File: config.mk
export PLATFORM = sky130hd
export DESIGN_NAME = m68k_bus_responder_flat
export DESIGN_NICKNAME = d
export VERILOG_FILES = /design/src/rtl/m68k_bus_responder_if.sv /design/src/rtl/m68k_bus_responder.sv /design/src/flat_wrapper.sv
export SDC_FILE = /design/constraint.sdc
export NUM_CORES = 1
export LEC_CHECK = 0
export CORE_AREA = 5 5 56 58
export CTS_BUF_LIST = sky130_fd_sc_hd__clkbuf_16
export DETAILED_ROUTE_END_ITERATION = 10
export DIE_AREA = 0 0 61 63
export PLACE_DENSITY = 0.86
export SETUP_SLACK_MARGIN = 0.3
export SLEW_MARGIN = 40
export SYNTH_ARGS = -nofsm -noshare
export SYNTH_HDL_FRONTEND = slang
export SYNTH_SLANG_ARGS = --single-unit
export TNS_END_PERCENT = 1
File: constraint.sdc
create_clock -name MCLK_IN -period 4.4 [get_ports MCLK_IN]
set_clock_uncertainty 0.2 [all_clocks]
set_input_delay 0.88 -clock MCLK_IN [delete_from_list [all_inputs] [get_ports MCLK_IN]]
set_output_delay 0.88 -clock MCLK_IN [all_outputs]
set_load 0.1 [all_outputs]
File: src/rtl/m68k_bus_responder_if.sv
// m68k_bus_responder_if
// Bus bundle between a 68000-style CPU (master) and the bus responder (slave).
//   AS_N, UDS_N, LDS_N : address / upper / lower data strobes, active low
//   RW_IN              : read(1) / write(0)
//   ADDR_IN[23:1]      : CPU word address A23..A1
//   DTACK_N, BERR_N    : transfer acknowledge / bus error, active low
//   ROM_CS_N, RAM_CS_N, IO_CS_N : region chip selects, active low
//   OE_N, WE_U_N, WE_L_N        : read enable and byte-lane write enables, active low
interface m68k_bus_responder_if;
  logic        AS_N;
  logic        UDS_N;
  logic        LDS_N;
  logic        RW_IN;
  logic [23:1] ADDR_IN;
  logic        DTACK_N;
  logic        BERR_N;
  logic        ROM_CS_N;
  logic        RAM_CS_N;
  logic        IO_CS_N;
  logic        OE_N;
  logic        WE_U_N;
  logic        WE_L_N;

  modport slave (
    input  AS_N, UDS_N, LDS_N, RW_IN, ADDR_IN,
    output DTACK_N, BERR_N, ROM_CS_N, RAM_CS_N, IO_CS_N, OE_N, WE_U_N, WE_L_N
  );

  modport master (
    output AS_N, UDS_N, LDS_N, RW_IN, ADDR_IN,
    input  DTACK_N, BERR_N, ROM_CS_N, RAM_CS_N, IO_CS_N, OE_N, WE_U_N, WE_L_N
  );
endinterface

File: src/rtl/m68k_bus_responder.sv
// m68k_bus_responder
// Decodes 68000 bus cycles into ROM / RAM / IO chip selects, inserts per-region
// wait states and returns DTACK_N. Unmapped accesses raise BERR_N after a
// timeout when BUS_TIMEOUT_EN is defined; otherwise they are held without
// acknowledge until the CPU drops AS_N, and BERR_N stays high.
// Ports:
//   MCLK_IN  : master clock, all state on its rising edge
//   RESET_IN : asynchronous active-high reset
//   bus      : m68k_bus_responder_if.slave (strobes, RW, address in;
//              DTACK_N, BERR_N, chip selects, OE_N, WE_U_N, WE_L_N out)
// Parameters: ROM_WAIT, RAM_WAIT, IO_WAIT (0-15), TIMEOUT (16-255).
// Configuration macro: BUS_TIMEOUT_EN
module m68k_bus_responder #(
  parameter int unsigned ROM_WAIT = 1,
  parameter int unsigned RAM_WAIT = 0,
  parameter int unsigned IO_WAIT  = 3,
  parameter int unsigned TIMEOUT  = 255
) (
  input logic MCLK_IN,
  input logic RESET_IN,
  m68k_bus_responder_if.slave bus
);

  if (ROM_WAIT > 15 || RAM_WAIT > 15 || IO_WAIT > 15 ||
      TIMEOUT < 16 || TIMEOUT > 255) begin : g_param_check
    $error("m68k_bus_responder: parameter out of range");
  end

  typedef enum logic [2:0] {
    S_IDLE,
    S_DECODE,
    S_WAIT,
`ifdef BUS_TIMEOUT_EN
    S_TMO_WAIT,
`endif
    S_ACK
  } state_t;

  typedef enum logic [1:0] {
    R_ROM,
    R_RAM,
    R_IO,
    R_NONE
  } region_t;

  state_t     state_q, state_d;
  logic [7:0] cnt_q, cnt_d;
  logic       as_meta, as_s;

  region_t    reg_q, reg_d;
  logic       rw_q, rw_d;
  logic       uds_q, uds_d;
  logic       lds_q, lds_d;

  logic       dtack_q, dtack_d;
  logic       berr_q, berr_d;
  logic       rom_cs_q, rom_cs_d;
  logic       ram_cs_q, ram_cs_d;
  logic       io_cs_q, io_cs_d;
  logic       oe_q, oe_d;
  logic       we_u_q, we_u_d;
  logic       we_l_q, we_l_d;

  logic       mapped;
  logic       active;

  function automatic region_t decode_region(input logic [3:0] nib);
    case (nib)
      4'h0:    decode_region = R_ROM;
      4'h1:    decode_region = R_RAM;
      4'hF:    decode_region = R_IO;
      default: decode_region = R_NONE;
    endcase
  endfunction

  function automatic logic [7:0] wait_of(input region_t r);
    case (r)
      R_ROM:   wait_of = 8'(ROM_WAIT);
      R_RAM:   wait_of = 8'(RAM_WAIT);
      default: wait_of = 8'(IO_WAIT);
    endcase
  endfunction

  always_ff @(posedge MCLK_IN or posedge RESET_IN) begin
    if (RESET_IN) begin
      as_meta  <= 1'b1;
      as_s     <= 1'b1;
      state_q  <= S_IDLE;
      cnt_q    <= '0;
      reg_q    <= R_NONE;
      rw_q     <= 1'b1;
      uds_q    <= 1'b1;
      lds_q    <= 1'b1;
      dtack_q  <= 1'b1;
      berr_q   <= 1'b1;
      rom_cs_q <= 1'b1;
      ram_cs_q <= 1'b1;
      io_cs_q  <= 1'b1;
      oe_q     <= 1'b1;
      we_u_q   <= 1'b1;
      we_l_q   <= 1'b1;
    end else begin
      as_meta  <= bus.AS_N;
      as_s     <= as_meta;
      state_q  <= state_d;
      cnt_q    <= cnt_d;
      reg_q    <= reg_d;
      rw_q     <= rw_d;
      uds_q    <= uds_d;
      lds_q    <= lds_d;
      dtack_q  <= dtack_d;
      berr_q   <= berr_d;
      rom_cs_q <= rom_cs_d;
      ram_cs_q <= ram_cs_d;
      io_cs_q  <= io_cs_d;
      oe_q     <= oe_d;
      we_u_q   <= we_u_d;
      we_l_q   <= we_l_d;
    end
  end

  always_comb begin
    state_d = state_q;
    cnt_d   = cnt_q;
    reg_d   = reg_q;
    rw_d    = rw_q;
    uds_d   = uds_q;
    lds_d   = lds_q;

    case (state_q)
      S_IDLE: begin
        if (!as_s) begin
          state_d = S_DECODE;
          reg_d   = decode_region(bus.ADDR_IN[23:20]);
          rw_d    = bus.RW_IN;
          uds_d   = bus.UDS_N;
          lds_d   = bus.LDS_N;
        end
      end
      S_DECODE: begin
        if (as_s) begin
          state_d = S_IDLE;
        end else if (reg_q != R_NONE) begin
          state_d = S_WAIT;
          cnt_d   = wait_of(reg_q);
        end else begin
`ifdef BUS_TIMEOUT_EN
          state_d = S_TMO_WAIT;
          cnt_d   = 8'(TIMEOUT - 1);
`else
          state_d = S_DECODE;
`endif
        end
      end
      S_WAIT: begin
        if (as_s) begin
          state_d = S_IDLE;
          cnt_d   = '0;
        end else if (cnt_q == '0) begin
          state_d = S_ACK;
        end else begin
          cnt_d = cnt_q - 8'd1;
        end
      end
`ifdef BUS_TIMEOUT_EN
      S_TMO_WAIT: begin
        if (as_s) begin
          state_d = S_IDLE;
          cnt_d   = '0;
        end else if (cnt_q == '0) begin
          state_d = S_ACK;
        end else begin
          cnt_d = cnt_q - 8'd1;
        end
      end
`endif
      S_ACK: begin
        if (as_s) begin
          state_d = S_IDLE;
        end
      end
      default: begin
        state_d = S_IDLE;
        cnt_d   = '0;
      end
    endcase
  end

  // Outputs are registered from the next state so every pin comes off a flop
  // and changes on the same edge as the state it reflects. The latched region
  // is stable by then: it only changes on IDLE->DECODE, where outputs are idle.
  always_comb begin
    mapped   = (reg_q != R_NONE);
    active   = (state_d == S_WAIT) || ((state_d == S_ACK) && mapped);
    rom_cs_d = !(active && (reg_q == R_ROM));
    ram_cs_d = !(active && (reg_q == R_RAM));
    io_cs_d  = !(active && (reg_q == R_IO));
    oe_d     = !(active && rw_q);
    we_u_d   = !(active && !rw_q && !uds_q);
    we_l_d   = !(active && !rw_q && !lds_q);
    dtack_d  = !((state_d == S_ACK) && mapped);
`ifdef BUS_TIMEOUT_EN
    berr_d   = !((state_d == S_ACK) && !mapped);
`else
    berr_d   = 1'b1;
`endif
  end

  assign bus.DTACK_N  = dtack_q;
`ifdef BUS_TIMEOUT_EN
  assign bus.BERR_N   = berr_q;
`else
  assign bus.BERR_N   = 1'b1;
`endif
  assign bus.ROM_CS_N = rom_cs_q;
  assign bus.RAM_CS_N = ram_cs_q;
  assign bus.IO_CS_N  = io_cs_q;
  assign bus.OE_N     = oe_q;
  assign bus.WE_U_N   = we_u_q;
  assign bus.WE_L_N   = we_l_q;

endmodule
File: src/flat_wrapper.sv
// flat-port wrapper written by rule: the top's interface ports become plain ports
module m68k_bus_responder_flat 
#(
  parameter int unsigned ROM_WAIT = 1,
  parameter int unsigned RAM_WAIT = 0,
  parameter int unsigned IO_WAIT  = 3,
  parameter int unsigned TIMEOUT  = 255
)
  (MCLK_IN, RESET_IN, bus_AS_N, bus_UDS_N, bus_LDS_N, bus_RW_IN, bus_ADDR_IN, bus_DTACK_N, bus_BERR_N, bus_ROM_CS_N, bus_RAM_CS_N, bus_IO_CS_N, bus_OE_N, bus_WE_U_N, bus_WE_L_N);
  m68k_bus_responder_if bus_i ();
  input logic MCLK_IN;
  input logic RESET_IN;
  input wire logic [$bits(bus_i.AS_N)-1:0] bus_AS_N;
  input wire logic [$bits(bus_i.UDS_N)-1:0] bus_UDS_N;
  input wire logic [$bits(bus_i.LDS_N)-1:0] bus_LDS_N;
  input wire logic [$bits(bus_i.RW_IN)-1:0] bus_RW_IN;
  input wire logic [$bits(bus_i.ADDR_IN)-1:0] bus_ADDR_IN;
  output wire logic [$bits(bus_i.DTACK_N)-1:0] bus_DTACK_N;
  output wire logic [$bits(bus_i.BERR_N)-1:0] bus_BERR_N;
  output wire logic [$bits(bus_i.ROM_CS_N)-1:0] bus_ROM_CS_N;
  output wire logic [$bits(bus_i.RAM_CS_N)-1:0] bus_RAM_CS_N;
  output wire logic [$bits(bus_i.IO_CS_N)-1:0] bus_IO_CS_N;
  output wire logic [$bits(bus_i.OE_N)-1:0] bus_OE_N;
  output wire logic [$bits(bus_i.WE_U_N)-1:0] bus_WE_U_N;
  output wire logic [$bits(bus_i.WE_L_N)-1:0] bus_WE_L_N;
  assign bus_i.AS_N = bus_AS_N;
  assign bus_i.UDS_N = bus_UDS_N;
  assign bus_i.LDS_N = bus_LDS_N;
  assign bus_i.RW_IN = bus_RW_IN;
  assign bus_i.ADDR_IN = bus_ADDR_IN;
  assign bus_DTACK_N = bus_i.DTACK_N;
  assign bus_BERR_N = bus_i.BERR_N;
  assign bus_ROM_CS_N = bus_i.ROM_CS_N;
  assign bus_RAM_CS_N = bus_i.RAM_CS_N;
  assign bus_IO_CS_N = bus_i.IO_CS_N;
  assign bus_OE_N = bus_i.OE_N;
  assign bus_WE_U_N = bus_i.WE_U_N;
  assign bus_WE_L_N = bus_i.WE_L_N;
  m68k_bus_responder #(.ROM_WAIT(ROM_WAIT), .RAM_WAIT(RAM_WAIT), .IO_WAIT(IO_WAIT), .TIMEOUT(TIMEOUT)) u_core (.MCLK_IN(MCLK_IN), .RESET_IN(RESET_IN), .bus(bus_i));
endmodule
==> results of run 1 <==
cell families (layout without fill, tap and decap cells):
group / Yosys count / in the layout / share of synthesized area (%)
other cells: 2 / 2 / 0.601
fa+ha+maj: 2 / 2 / 2.00
simple gates: 40 / 40 / 21.1
mux: 7 / 7 / 6.01
buf+inv: 14 / 29 / 5.41
flops: 25 / 25 / 51.5
compound gates: 26 / 26 / 13.3
registers in the layout, summed over array words and instances (netlist names):
name / cells
u_core.bus.ROM_CS_N: 1
u_core.state_q: 3
u_core.bus.OE_N: 1
u_core.rw_q: 1
u_core.as_s: 1
u_core.lds_q: 1
u_core.bus.WE_L_N: 1
u_core.reg_q: 2
u_core.uds_q: 1
u_core.bus.DTACK_N: 1
u_core.as_meta: 1
u_core.bus.IO_CS_N: 1
u_core.bus.RAM_CS_N: 1
u_core.cnt_q: 8
u_core.bus.WE_U_N: 1
final timing paths:
kind	start	endpoint	slack (ns)	depth (start not counted)
max in group asynchronous	RESET_IN	u_core.reg_q[1]	2.86	2
max	u_core.bus.IO_CS_N	bus_IO_CS_N	2.13	1
max reg2reg	u_core.cnt_q[0]	u_core.cnt_q[0]	2.17	6
min	u_core.as_meta	u_core.as_s	0.16	0
min reg2reg	u_core.as_meta	u_core.as_s	0.16	0
min in group asynchronous	RESET_IN	u_core.cnt_q[0]	0.77	2
synth_stat cells, types with 2 or more instances:
master and instances:
a21oi_1 6, buf_2 3, conb_1 2, dfrtp_1 11, dfstp_2 14, ha_1 2
inv_1 8, mux2_1 2, mux2_2 2, mux2i_1 3, nand2_1 5, nand2b_1 2
nand3_1 3, nor2_1 5, nor2b_1 2, nor3_1 2, nor4_1 2, o21ai_0 11
o21bai_1 3, or3_1 5, or4_1 3
metrics by stage:
stage | cells | worst slack (ns) | total power [mW] | utilization (%)
2_1_floorplan | 116 | 2.35 | 0.377 | -
3_3_place_gp | 157 | 1.69 | 0.399 | 53.9
3_5_place_dp | 158 | 2.21 | 0.404 | 52.8
4_1_cts | 162 | 2.12 | 0.600 | 55.8
5_1_grt | 162 | 2.09 | 0.629 | 55.8
6_report | 162 | 2.13 | 0.599 | 55.8
metal layers:
layer  GRT usage (%)  wire, µm  up-vias
met2            23.8      1290       17
li1                -         -      443
met5               0         0        -
met4            4.61        19        0
met1            14.6       932      445
met3            3.72        91        3
power by group through the flow:
stage,logic (mW),registers [mW],clock network (mW)
CTS,0.121,0.283,0.197
floorplan,0.0923,0.284,0
finish,0.120,0.283,0.196
global route,0.132,0.287,0.209
global placement,0.115,0.284,0
detailed placement,0.119,0.286,0
cell type report:
class | count | area [µm²] | share of cell area [%]
Multi-Input combinational cell | 77 | 538 | 36.9
Timing Repair Buffer | 17 | 130 | 8.92
Clock inverter | 1 | 3.75 | 0.257
Clock buffer | 3 | 75.1 | 5.15
Inverter | 8 | 30.0 | 2.06
Tap cell | 31 | 38.8 | 2.66
Sequential cell | 25 | 643 | 44.1
==> summary.txt, run 1 <==
Outcome
  – Status: completed

Power
  – Pint: roughly 430 µW
  – Leak: slightly below 0.6 nW
  – Sw power: about 170 µW
  – Combinational Power Share: roughly 20%
  – Peak supply drop: around 270 µV
  – PD cells: between 400 and 500 mW/mm²
  – Register share of total power: about 47%
  – Clock share of power: about a third
  – Switch share: between 20% and 30%

Detailed routing
  – Vias per cell: roughly 5.6
  – Antenna Nets Post-Route: 0
  – Initial DRT Pass Iterations: 4
  – Drt initial violations: 21
  – DR vias: 908
  – Drt total wl: about 2300 µm
  – WL/cell: about 14 µm
  – Post-route DRC: 0

Global routing
  – GR Overflow Total: 0
  – Largest net degree at the start of global routing: 26
  – All-Layer GR Usage: about an eighth
  – Initial antenna violation count: 0
  – Vias in the first global route: around 930
  – First-pass GRT wire length: ~4000 µm

Synthesis
  – Synth Cell Area: around 0.0012 mm²
  – Netlist cell types: between 40 and 50
  – Share of the synthesized area in the top cell type: 29.5%
  – Top_reg_cell synth: dfstp_2
  – Yosys warnings: 0
  – Register area share after synthesis: just over 50%
  – Post-synth ARST share: 100%
  – Cells after Synth: about 120
  – Synth area leaders: dfstp_2 (29%), dfrtp_1 (22%), o21ai_0 (4.4%)
  – #FFs+latches synth: 25
  – Post-synth EDFFs: 0
  – Synth Net Count: around 150
  – Syn_area_per_cell: about 11 µm²
  – Largest area contributor in the netlist: dfstp_2

Clock tree
  – # H-tree levels: 1
  – CTS buffer count: 3
  – # resized after CTS: 0
  – CTS clk-pin slew, worst paths: 0.06 ns
  – Clock Latency Late Sink: 0.26 ns
  – Sink Count: 25
  – Clock root cell: clkbuf_16
  – Post-CTS Setup Bufs: 0
  – CTS tree: done
  – Max clock buf depth: 2
  – CTS Hold Bufs: 0

STA
  – Fin. max-slew vios: 0
  – Worst hold slack: between 0.15 and 0.2 ns
  – Final hold vios: 0
  – Setup TNS: 0 ns
  – Final min period: between 2 and 2.5 ns
  – Setup Viol. Count Final: 0
  – Period utilization: 51.7%
  – F_max: about 440 MHz
  – Worst slew pin tran: approximately 0.78 ns
  – Max-slew headroom: roughly half
  – RSZ-0062 raised after global routing: no

Place
  – Buffers on Ports: 16
  – Dpl cell area: 0.00138 mm²
  – Dpl hpwl: approximately 1600 µm
  – Gpl congestion: slightly below 0.8

Critical path
  – Setup crit end kind: output port
  – Worst Path Buf+Inv: 1
  – Kind of critical path: reg2out
  – Element type at the critical path start: register
  – CP max stage cell: dfstp_2
  – Required @ worst endpoint: approximately 3.3 ns
  – Critical path's top delay family: flip-flops
  – Critical-path cell list: buf_2
  – CP max stage delay: between 0.5 and 0.6 ns
  – Crit path DAT: 1.19 ns
  – CP max FO: 1

Final layout
  – Most frequent cells in the layout: dfstp_2 (14), o21ai_0 (11), dfrtp_1 (11)
  – Fill cells: ~230
  – Area Overhead vs Synth: 16.8%
  – Fin area: 0.00146 mm²
  – Antenna cell count: 0
  – Most common cell after layout, fill and taps aside: dfstp_2
  – NumNets Final: 163
  – Share of cells above drive strength 1: a little over a quarter

Floorplan
  – Ports: 37
  – Width of the die: between 60 and 70 µm
  – # rows: 19
  – Core Area: approximately 0.0026 mm²
  – Initial Util: roughly 48%
  – Die area: 0.00384 mm²
  – Vert. Die Dim: approximately 63 µm

Run
  – MaxCap Viol Count: 0

Hold path
  – Hold Path Class: reg2reg
Note: power is estimated with default switching activity, not from simulation.
==> run 2, diff against run 1 <==
CORE_AREA = 5 5 61 63   (was 5 5 56 58)
DIE_AREA = 0 0 66 68   (was 0 0 61 63)
PLACE_DENSITY = 0.76   (was 0.86)
clock period = 1.85 ns   (was 4.4 ns; I/O delays follow)
==> run 2 against run 1 <==
Die area increased by 17%. Utilization increased by 2.6 points. First-iteration DRC count increased by 110%. Setup slack got worse by 2.2 ns. Sequential share of layout area decreased by 9.4 points. Critical path depth increased by 6. Cell count increased by 20%. The run now ends with negative setup slack left. Power increased to 2.6 times the previous value. Count of clock-buffer cells in the layout unchanged. Sequential power increased by 130%. Non-clock buffer count increased by 18. Hold slack improved by 0.0023 ns.
==> summary.txt, run 2 (synthesized netlist as in run 1, its figures left out) <==
STA
  – Setup Viol. Count Final: 6 (was 0)
  – RSZ-0062 raised after global routing: yes (was no)
  – Fin. max-slew vios: 0 (unchanged)
  – PnR worst setup slack: -0.0760 ns (was 2.13 ns)
  – Final min period: a little under 2 ns
  – Final hold vios: 0 (unchanged)
  – F_max: between 500 and 600 MHz
  – Period utilization: 104%

Detailed routing
  – Drt total wl: 2850 µm (was 2330 µm)
  – Antenna Nets Post-Route: 0 (unchanged)
  – DR vias: 1011 (was 908)
  – WL/cell: 14.6 µm (was 14.4 µm)
  – Initial DRT Pass Iterations: 4 (unchanged)
  – Vias per cell: 5.18 (was 5.60)
  – Post-route DRC: 0 (unchanged)
  – Drt initial violations: 44 (was 21)

Power
  – Peak supply drop: 471 µV (was 275 µV)
  – PD cells: 844 mW/mm² (was 410 mW/mm²)
  – Leak: 0.780 nW (was 0.591 nW)

Final layout
  – Biggest registers after layout: u_core.cnt_q x8, u_core.state_q x3, u_core.reg_q x2 (unchanged)
  – Fin util: 58.4% (was 55.8%)
  – Top reg by flops: u_core.cnt_q (unchanged)
  – Fin area: 0.00186 mm² (was 0.00146 mm²)
  – Antenna cell count: 0 (unchanged)
  – Most frequent cells in the layout: buf_4 (14), dfstp_2 (14), dfrtp_1 (11) (was dfstp_2 (14), o21ai_0 (11), dfrtp_1 (11))
  – Max reg flops: 8 (unchanged)
  – Area Overhead vs Synth: 48.7% (was 16.8%)
  – Fill cells: 263 (was 226)
  – NumNets Final: 181 (was 163)
  – Share of cells above drive strength 1: 49.0% (was 27.5%)

Floorplan
  – Die area: 0.00449 mm² (was 0.00384 mm²)
  – Width of the die: 66 µm (was 61 µm)
  – Vert. Die Dim: 68 µm (was 63 µm)
  – Initial Util: 39.3% (was 47.8%)
  – Ports: 37 (unchanged)
  – Core Area: 0.00318 mm² (was 0.00262 mm²)
  – # rows: 21 (was 19)

Clock tree
  – CTS Hold Bufs: 0 (unchanged)
  – CTS clk-pin slew, worst paths: 0.06 ns (about the same)
  – Max clock buf depth: 2 (unchanged)
  – CTS tree: done (unchanged)
  – Sink Count: 25 (unchanged)
  – Clock Latency Late Sink: 0.26 ns (about the same)
  – CTS buffer count: 3 (unchanged)
  – # H-tree levels: 1 (unchanged)
  – Clock root cell: clkbuf_16 (unchanged)

Critical path
  – Kind of critical path: reg2reg (was reg2out)
  – Element type at the critical path start: register (unchanged)
  – CP max stage cell: or4_1 (was dfstp_2)
  – Required @ worst endpoint: 1.83 ns (was 3.32 ns)
  – Crit path DAT: 1.91 ns (was 1.19 ns)
  – CP max FO: 6 (was 1)
  – Setup crit end kind: register (was output port)
  – Critical-path cell list: inv_2 > ha_4 > or3b_4 > nor3_4 > buf_6 > or4_1 > a21oi_1 (was buf_2)
  – CP max stage delay: 0.51 ns (was 0.52 ns)

Place
  – Gpl congestion: 0.808 (was 0.788)
  – Dpl hpwl: 2080 µm (was 1630 µm)
  – Buffers on Ports: 16 (unchanged)
  – Dpl cell area: 0.00163 mm² (was 0.00138 mm²)

Outcome
  – Status: finished with violations (was completed)
  – Failing checks: negative setup slack

Global routing
  – Vias in the first global route: 1077 (was 934)
  – First-pass GRT wire length: 4720 µm (was 3970 µm)
  – GR Overflow Total: 0 (unchanged)
  – Largest net degree at the start of global routing: 26 (unchanged)
  – Initial antenna violation count: 0 (unchanged)
  – All-Layer GR Usage: 13.7% (was 13.4%)

Hold path
  – Hold Path Class: reg2reg (unchanged)

Run
  – MaxCap Viol Count: 0 (unchanged)
[run 2: changes by cell type in the layout (fill, tap and decap cells not counted), moves of 3 or more]
cell,change
mux2_4,+3
buf_4,+14
o21ai_0,-4
buf_6,+5
buf_2,-8
buf_12,+7
o21ai_2,+3
[run 2: stage by stage]
step,power [mW],worst slack (ns),hold WS [ns],cells,TNS [ns]
2_1_floorplan,0.901,-0.129,0.145,116,-0.303
3_3_place_gp,1.00,-0.0576,0.147,189,-0.334
3_5_place_dp,1.03,-0.175,0.151,189,-0.928
4_1_cts,1.55,-0.0716,0.160,194,-0.345
5_1_grt,1.64,-0.130,0.161,195,-0.652
6_report,1.57,-0.0760,0.158,195,-0.233
[run 2: per-layer routing]
metal | vias to the layer above | global-route usage, % | wire length [µm]
met4 | 0 | 4.82 | 32
met3 | 3 | 3.28 | 95
met5 | - | 0 | 0
met1 | 511 | 14.4 | 1070
li1 | 479 | - | -
met2 | 18 | 26.7 | 1650
[run 2: critical path: cells and delay by family, from the launching register on]
family	cells	cell delay [ns]
AOI/OAI and AO/OA	1	0.15
adders and majority gates	1	0.15
buffers and inverters	2	0.18
DFF	1	0.37
and+or+nand+nor	3	0.81
[run 2: final timing paths]
path                                 startpoint              end  slack, ns  cells past startpoint
worst max-delay path            u_core.cnt_q[1]  u_core.cnt_q[3]      -0.08                      7
worst min-delay path             u_core.as_meta      u_core.as_s       0.16                      0
worst max register to register  u_core.cnt_q[1]  u_core.cnt_q[3]      -0.08                      7
worst min register to register   u_core.as_meta      u_core.as_s       0.16                      0
max in group asynchronous              RESET_IN   u_core.as_meta       0.89                      3
min in group asynchronous              RESET_IN  u_core.cnt_q[6]       0.26                      3
[run 2: power by group]
part	leakage [nW]	internal, mW	switching, mW
registers	0.293	0.619	0.0456
logic	0.444	0.212	0.220
clock network	0.0423	0.289	0.182
total	0.780	1.12	0.448
[run 2: timing repair]
item	CTS	global route
gates resized for setup	17	20
setup endpoints to repair	22	29
pin swaps	8	11
endpoints found under the hold margin	0	0
setup buffers	1	1
[run 2: area by class of cell]
type	instances	area, µm²	area share [%]
Clock buffer	3	75.1	4.04
Clock inverter	1	3.75	0.202
Inverter	8	32.5	1.75
Multi-Input combinational cell	77	653	35.2
Sequential cell	25	643	34.6
Tap cell	46	57.6	3.10
Timing Repair Buffer	35	392	21.1
==> run 3, diff against run 2 <==
==> constraint.sdc (replaced) <==
create_clock -name MCLK_IN -period 1.85 [get_ports MCLK_IN]
set_clock_uncertainty 0.2 [all_clocks]
set_input_delay 0.2775 -clock MCLK_IN [delete_from_list [all_inputs] [get_ports MCLK_IN]]
set_output_delay 0.2775 -clock MCLK_IN [all_outputs]
set_load 0.1 [all_outputs]
==> results of run 3 <==
Same layout as run 2 (identical final DEF). Status: finished with violations: negative setup slack.
